<file path="config.mk">
export PLATFORM = sky130hd
export DESIGN_NAME = bit_downsample_sync
export DESIGN_NICKNAME = d
export VERILOG_FILES = /design/src/rtl/bit_downsample_sync.sv
export SDC_FILE = /design/constraint.sdc
export NUM_CORES = 1
export LEC_CHECK = 0
export BUFFER_PORTS_ARGS = -buffer_cell sky130_fd_sc_hd__buf_2
export CAP_MARGIN = 20
export CORE_AREA = 2 2 39 41
export DETAILED_ROUTE_END_ITERATION = 6
export DIE_AREA = 0 0 41 43
export GPL_ROUTABILITY_DRIVEN = 0
export PLACE_DENSITY = 0.68
export SYNTH_ARGS = -nofsm -noshare
export SYNTH_HDL_FRONTEND = slang
export SYNTH_SLANG_ARGS = --single-unit
</file>
<file path="constraint.sdc">
create_clock -name clk -period 3.89 [get_ports clk]
set_clock_uncertainty 0.15 [all_clocks]
set_input_delay 0.5835 -clock clk [delete_from_list [all_inputs] [get_ports clk]]
set_output_delay 0.5835 -clock clk [all_outputs]
set_load 0.005 [all_outputs]
</file>
<file path="src/rtl/bit_downsample_sync.sv">
// Sample-to-bit downsampler with transition-driven symbol timing recovery.
// Optional 3-sample majority decision: define BIT_DOWNSAMPLE_MAJORITY_EN.
module bit_downsample_sync #(
    parameter int SAMPLE_PER_SYMBOL = 8
) (
    input  logic clk,
    input  logic rst_n,
    input  logic sample_bit,
    input  logic sample_valid,
    input  logic sample_valid_last,
    output logic phy_bit,
    output logic bit_valid,
    output logic bit_valid_last,
    output logic sync_locked
);

    localparam int CNT_W = $clog2(SAMPLE_PER_SYMBOL);
    localparam logic [CNT_W-1:0] D = CNT_W'(SAMPLE_PER_SYMBOL / 2);
    localparam logic [CNT_W-1:0] ONE = CNT_W'(1);
    localparam logic [CNT_W-1:0] TWO = CNT_W'(2);
`ifdef BIT_DOWNSAMPLE_MAJORITY_EN
    localparam logic [CNT_W-1:0] DEC = D + ONE;
`else
    localparam logic [CNT_W-1:0] DEC = D;
`endif

    typedef enum logic [1:0] {
        IDLE,
        ACQUIRE,
        TRACK
    } state_t;

    state_t           state;
    state_t           state_nx;
    logic [CNT_W-1:0] cnt;
    logic [CNT_W-1:0] cnt_nx;
    logic             prev;
    logic             trans;
    logic             decide;
    logic             phy_nx;
    logic             bv_nx;
    logic             bvl_nx;

    assign trans = sample_bit ^ prev;

`ifdef BIT_DOWNSAMPLE_MAJORITY_EN
    logic w_lo;
    logic w_mid;

    // Window taps at D-1 and D; the D+1 tap is the live sample.
    always_ff @(posedge clk or negedge rst_n) begin
        if (!rst_n) begin
            w_lo  <= 1'b0;
            w_mid <= 1'b0;
        end else if (sample_valid && state == TRACK) begin
            if (cnt == D - ONE) w_lo <= sample_bit;
            if (cnt == D) w_mid <= sample_bit;
        end
    end

    assign decide = (w_lo & w_mid) | (w_lo & sample_bit) | (w_mid & sample_bit);
`else
    assign decide = sample_bit;
`endif

    always_ff @(posedge clk or negedge rst_n) begin
        if (!rst_n) begin
            state          <= IDLE;
            cnt            <= '0;
            prev           <= 1'b0;
            phy_bit        <= 1'b0;
            bit_valid      <= 1'b0;
            bit_valid_last <= 1'b0;
            sync_locked    <= 1'b0;
        end else begin
            state          <= state_nx;
            cnt            <= cnt_nx;
            if (sample_valid) prev <= sample_bit;
            phy_bit        <= phy_nx;
            bit_valid      <= bv_nx;
            bit_valid_last <= bvl_nx;
            sync_locked    <= (state_nx == TRACK);
        end
    end

    always_comb begin
        state_nx = state;
        cnt_nx   = cnt;
        if (sample_valid) begin
            unique case (state)
                IDLE: begin
                    cnt_nx   = ONE;
                    state_nx = sample_valid_last ? IDLE : ACQUIRE;
                end
                ACQUIRE: begin
                    cnt_nx = cnt + ONE;
                    if (sample_valid_last) begin
                        state_nx = IDLE;
                    end else if (trans) begin
                        cnt_nx   = ONE;
                        state_nx = TRACK;
                    end
                end
                TRACK: begin
                    cnt_nx = cnt + ONE;
                    // Nudge at most one sample: hold when late, skip when early.
                    if (trans && cnt != '0 && cnt < D) begin
                        cnt_nx = cnt;
                    end else if (trans && cnt > D) begin
                        cnt_nx = cnt + TWO;
                    end
                    if (sample_valid_last) state_nx = IDLE;
                end
                default: begin
                    state_nx = IDLE;
                    cnt_nx   = '0;
                end
            endcase
        end
    end

    always_comb begin
        phy_nx = phy_bit;
        bv_nx  = 1'b0;
        bvl_nx = 1'b0;
        if (sample_valid && state == TRACK) begin
            if (cnt == DEC) begin
                phy_nx = decide;
                bv_nx  = 1'b1;
            end
            if (sample_valid_last) begin
                bvl_nx = 1'b1;
                // Early end: unfilled window slots take the last sample.
                if (cnt < DEC) begin
                    phy_nx = sample_bit;
                    bv_nx  = 1'b1;
                end
            end
        end
    end

endmodule

</file>
==> flow_metrics.env <==
export IMPL_status="finished, final reports clean"
export IMPL_power_share_combinational_pct=30.9
export IMPL_dr_pass1_iters=4
export IMPL_drcViolationCount=0
export IMPL_arrival_ns=1.93
export IMPL_crit_path_start_kind="flop"
export IMPL_cts_tree="yes"
export IMPL_io_buffers=8
export IMPL_gr_total_overflow=0
export IMPL_dieArea_um2=1760
export IMPL_core_um2=1380
export IMPL_synth_xor_area_share_pct=2.86
export IMPL_cts_root_buf="clkbuf_4"
export IMPL_clk_pin_slew_worst_paths_ns=0.06
export IMPL_end_kind="flop"
export IMPL_tightest_slew_ns=0.394
export IMPL_cts_buffer_depth=2
export IMPL_rrSetupSlack_ns=1.95
export IMPL_clkLatencyLatePin_ns=0.26
export IMPL_stdcell_area_um2=643
export IMPL_ys_ff_latch=10
export IMPL_synth_area_um2=569
export IMPL_synth_top_family_by_area="simple AND/OR/NAND/NOR gates"
export IMPL_viasPerCell=5.72
export IMPL_cp_required_ns=3.88
export IMPL_dpl_instance_area_um2=621
export IMPL_yosysTopAreaCellShare_pct=44.0
export IMPL_criticalPathCategory="flop to flop"
export IMPL_final_setup_tns_ns=0
export IMPL_finalSetupViolations=0
export IMPL_timing_fmax_mhz=515
export IMPL_critPathMaxFanout=7
export IMPL_pin_count=9
export IMPL_pwr_share_clk_pct=22.8
export IMPL_rows=14
export IMPL_cp_slowest_stage_delay_ns=0.52
export IMPL_final_nets=76
export IMPL_path_cells="inv_1 -> ha_1 -> or4b_1 -> o21ai_1 -> a31oi_1 -> a2bb2oi_1"
export IMPL_finalCoreUtilization_pct=46.5
export IMPL_antenna_found_initial=0
export IMPL_yosysTopAreaCell="dfrtp_1"
export IMPL_synth_seq_area_share_pct=44.0
export IMPL_routed_wl_um=1080
export IMPL_layout_setup_ws_ns=1.95
export IMPL_r2r_start="cnt[1]"
export IMPL_initial_utilization_pct=41.1
export IMPL_grt_pass1_vias=478
export IMPL_syn_inst=58
export IMPL_place_ws_ns=1.94
export IMPL_yosys_area_share_adder_pct=4.40
export IMPL_hpwl_um=800
export IMPL_p_total_w=0.000305
export IMPL_timing_rr_end="cnt[0]"
export IMPL_die_x_um=41
export IMPL_cp_slowest_cell="or4b_1"
export IMPL_cellLeakagePower_nw=0.297
export IMPL_n_antenna_cell=0
export IMPL_syn_avg_cell_area_um2=9.82
export IMPL_p_sw_share_pct=33.9
export IMPL_ctsResizeCount=0
export IMPL_intPower_w=0.000202
export IMPL_cts_made_buffers=3
export IMPL_vias=475
export IMPL_fin_crit_ns=1.94
export IMPL_hold_viol=0
export IMPL_ys_types=30
export IMPL_postCtsSetupRepairBufs=0
export IMPL_grt_util_all_layers_pct=17.3
export IMPL_max_slew_margin_rel_pct=73.6
export IMPL_drtIter0Drc=11
export IMPL_fin_crit_sh_pct=49.9
export IMPL_power_switching_w=0.000103
export IMPL_die_h_um=43
export IMPL_wire_per_inst_um=13.1
export IMPL_ant_nets=0
export IMPL_synthMuxAreaShare_pct=5.71
export IMPL_syn_to_final_growth_pct=13.0
export IMPL_max_cap_viol_count=0
export IMPL_rsz0062_at_grt="no"
export IMPL_p_per_area_nw_per_um2=474
export IMPL_seqPwrFrac_pct=46.3
export IMPL_cts_max_level=1
export IMPL_grt_max_degree=12
export IMPL_yosysWarnings=0
export IMPL_synth_compound_area_share_pct=18.7
export IMPL_cts_sinks=10
export IMPL_yosys_area_share_simple_pct=19.6
export IMPL_finalMaxSlewViolations=0
export IMPL_rr_worst_depth=6
export IMPL_syn_nets=65
export IMPL_postCtsHoldBufs=0
export IMPL_netlist_top_cells_area="dfrtp_1 (44%), ha_1 (4.4%), mux2_2 (4.0%), inv_1 (3.3%), nor2b_1 (3.3%)"
export IMPL_drive_gt1_share_pct=23.9
export IMPL_ir_drop_mv=0.265
export IMPL_grt_pass1_wl_um=1980
export IMPL_min_path_type="input port to asynchronous set/reset pin"
## worst max-delay path: cells and delay by family, from the launching register on
family | cells | cell delay [ns]
compound gates | 3 | 0.41
fa+ha+maj | 1 | 0.26
buf+inv | 1 | 0.09
flops | 1 | 0.40
simple gates | 1 | 0.52
## layer usage
layer  track usage (%)  vias to the layer above  share of wire, %
met2              23.8                       13                47
met1              23.5                      225                44
met5                 0                        -                 0
met4              10.0                        0               3.1
met3              4.71                        4               5.1
li1                  -                      233                 -
## registers in the layout (all words and copies together) (netlist names)
| signal | count |
|---|---|
| bit_valid_last | 1 |
| state | 2 |
| cnt | 3 |
| bit_valid | 1 |
| prev | 1 |
| phy_bit | 1 |
| sync_locked | 1 |
## synth_stat cells, drive strengths merged
| master | count |
|---|---|
| mux2i | 1 |
| nand2 | 3 |
| o21ai | 4 |
| nor2b | 3 |
| a21oi | 2 |
| o311ai | 2 |
| or4 | 1 |
| o22a | 1 |
| o221ai | 1 |
| and3b | 1 |
| or2 | 1 |
| mux2 | 2 |
| ha | 2 |
| dfrtp | 10 |
| nor4 | 1 |
| inv | 5 |
| a32o | 1 |
| clkbuf | 1 |
| o211ai | 1 |
| a2bb2oi | 1 |
| nand3 | 3 |
| a31oi | 1 |
| and2 | 1 |
| o2111ai | 1 |
| or4b | 1 |
| buf | 1 |
| nor2 | 5 |
| xnor2 | 1 |
## power groups by stage
stage               Combinational, W  Clock (W)  Sequential, W
floorplan                  0.0000720          0       0.000137
global placement           0.0000934          0       0.000143
detailed placement         0.0000940          0       0.000143
CTS                        0.0000946  0.0000713       0.000141
global route                0.000109  0.0000783       0.000144
finish                     0.0000941  0.0000696       0.000141
## placed cells by master, fill, tap and decap left out, drive strengths merged
master,synthesis,final
nor2,5,5
a32o,1,1
o22a,1,1
a31oi,1,1
a2bb2oi,1,1
or4,1,1
o2111ai,1,1
nand3,3,3
o211ai,1,1
or2,1,1
and2,1,1
dfrtp,10,10
or4b,1,1
o311ai,2,2
nor2b,3,3
mux2i,1,1
buf,1,8
nor4,1,1
nand2,3,3
a21oi,2,2
ha,2,2
clkbuf,1,3
inv,5,5
and3b,1,1
o221ai,1,1
mux2,2,2
o21ai,4,4
xnor2,1,1
## layout make-up
class                           count  area (um2)
Clock buffer                        3        22.5
Fill cell                         134         741
Inverter                            5        18.8
Multi-Input combinational cell     41         292
Sequential cell                    10         250
Tap cell                           16        20.0
Timing Repair Buffer                8        40.0
## how the worst max path moves through the flow
stage | start | end | slack (ns) | cells past startpoint
global route | cnt[1] | cnt[0] | 1.77 | 6
CTS | cnt[1] | cnt[0] | 1.94 | 6
floorplan | cnt[0] | cnt[0] | 2.10 | 6
finish | cnt[1] | cnt[0] | 1.95 | 6
global placement | sample_bit | cnt[2] | 1.95 | 5
detailed placement | sample_bit | cnt[2] | 1.94 | 5
## cells by family after synthesis
logic type	Yosys count
AO/OA/AOI/OAI	15
AND/OR/NAND/NOR	20
flip-flops	10
multiplexers	3
buffers and inverters	7
XOR/XNOR	1
adder cells (fa/ha/maj)	2
## stage by stage
stage / hold WS, ns / instances
6_report: 0.0177 / 83
3_5_place_dp: 0.310 / 80
2_1_floorplan: 0.138 / 58
5_1_grt: 0.0259 / 83
4_1_cts: 0.0257 / 83
3_3_place_gp: 0.313 / 80
No activity file was read; power rests on OpenSTA's default activity.
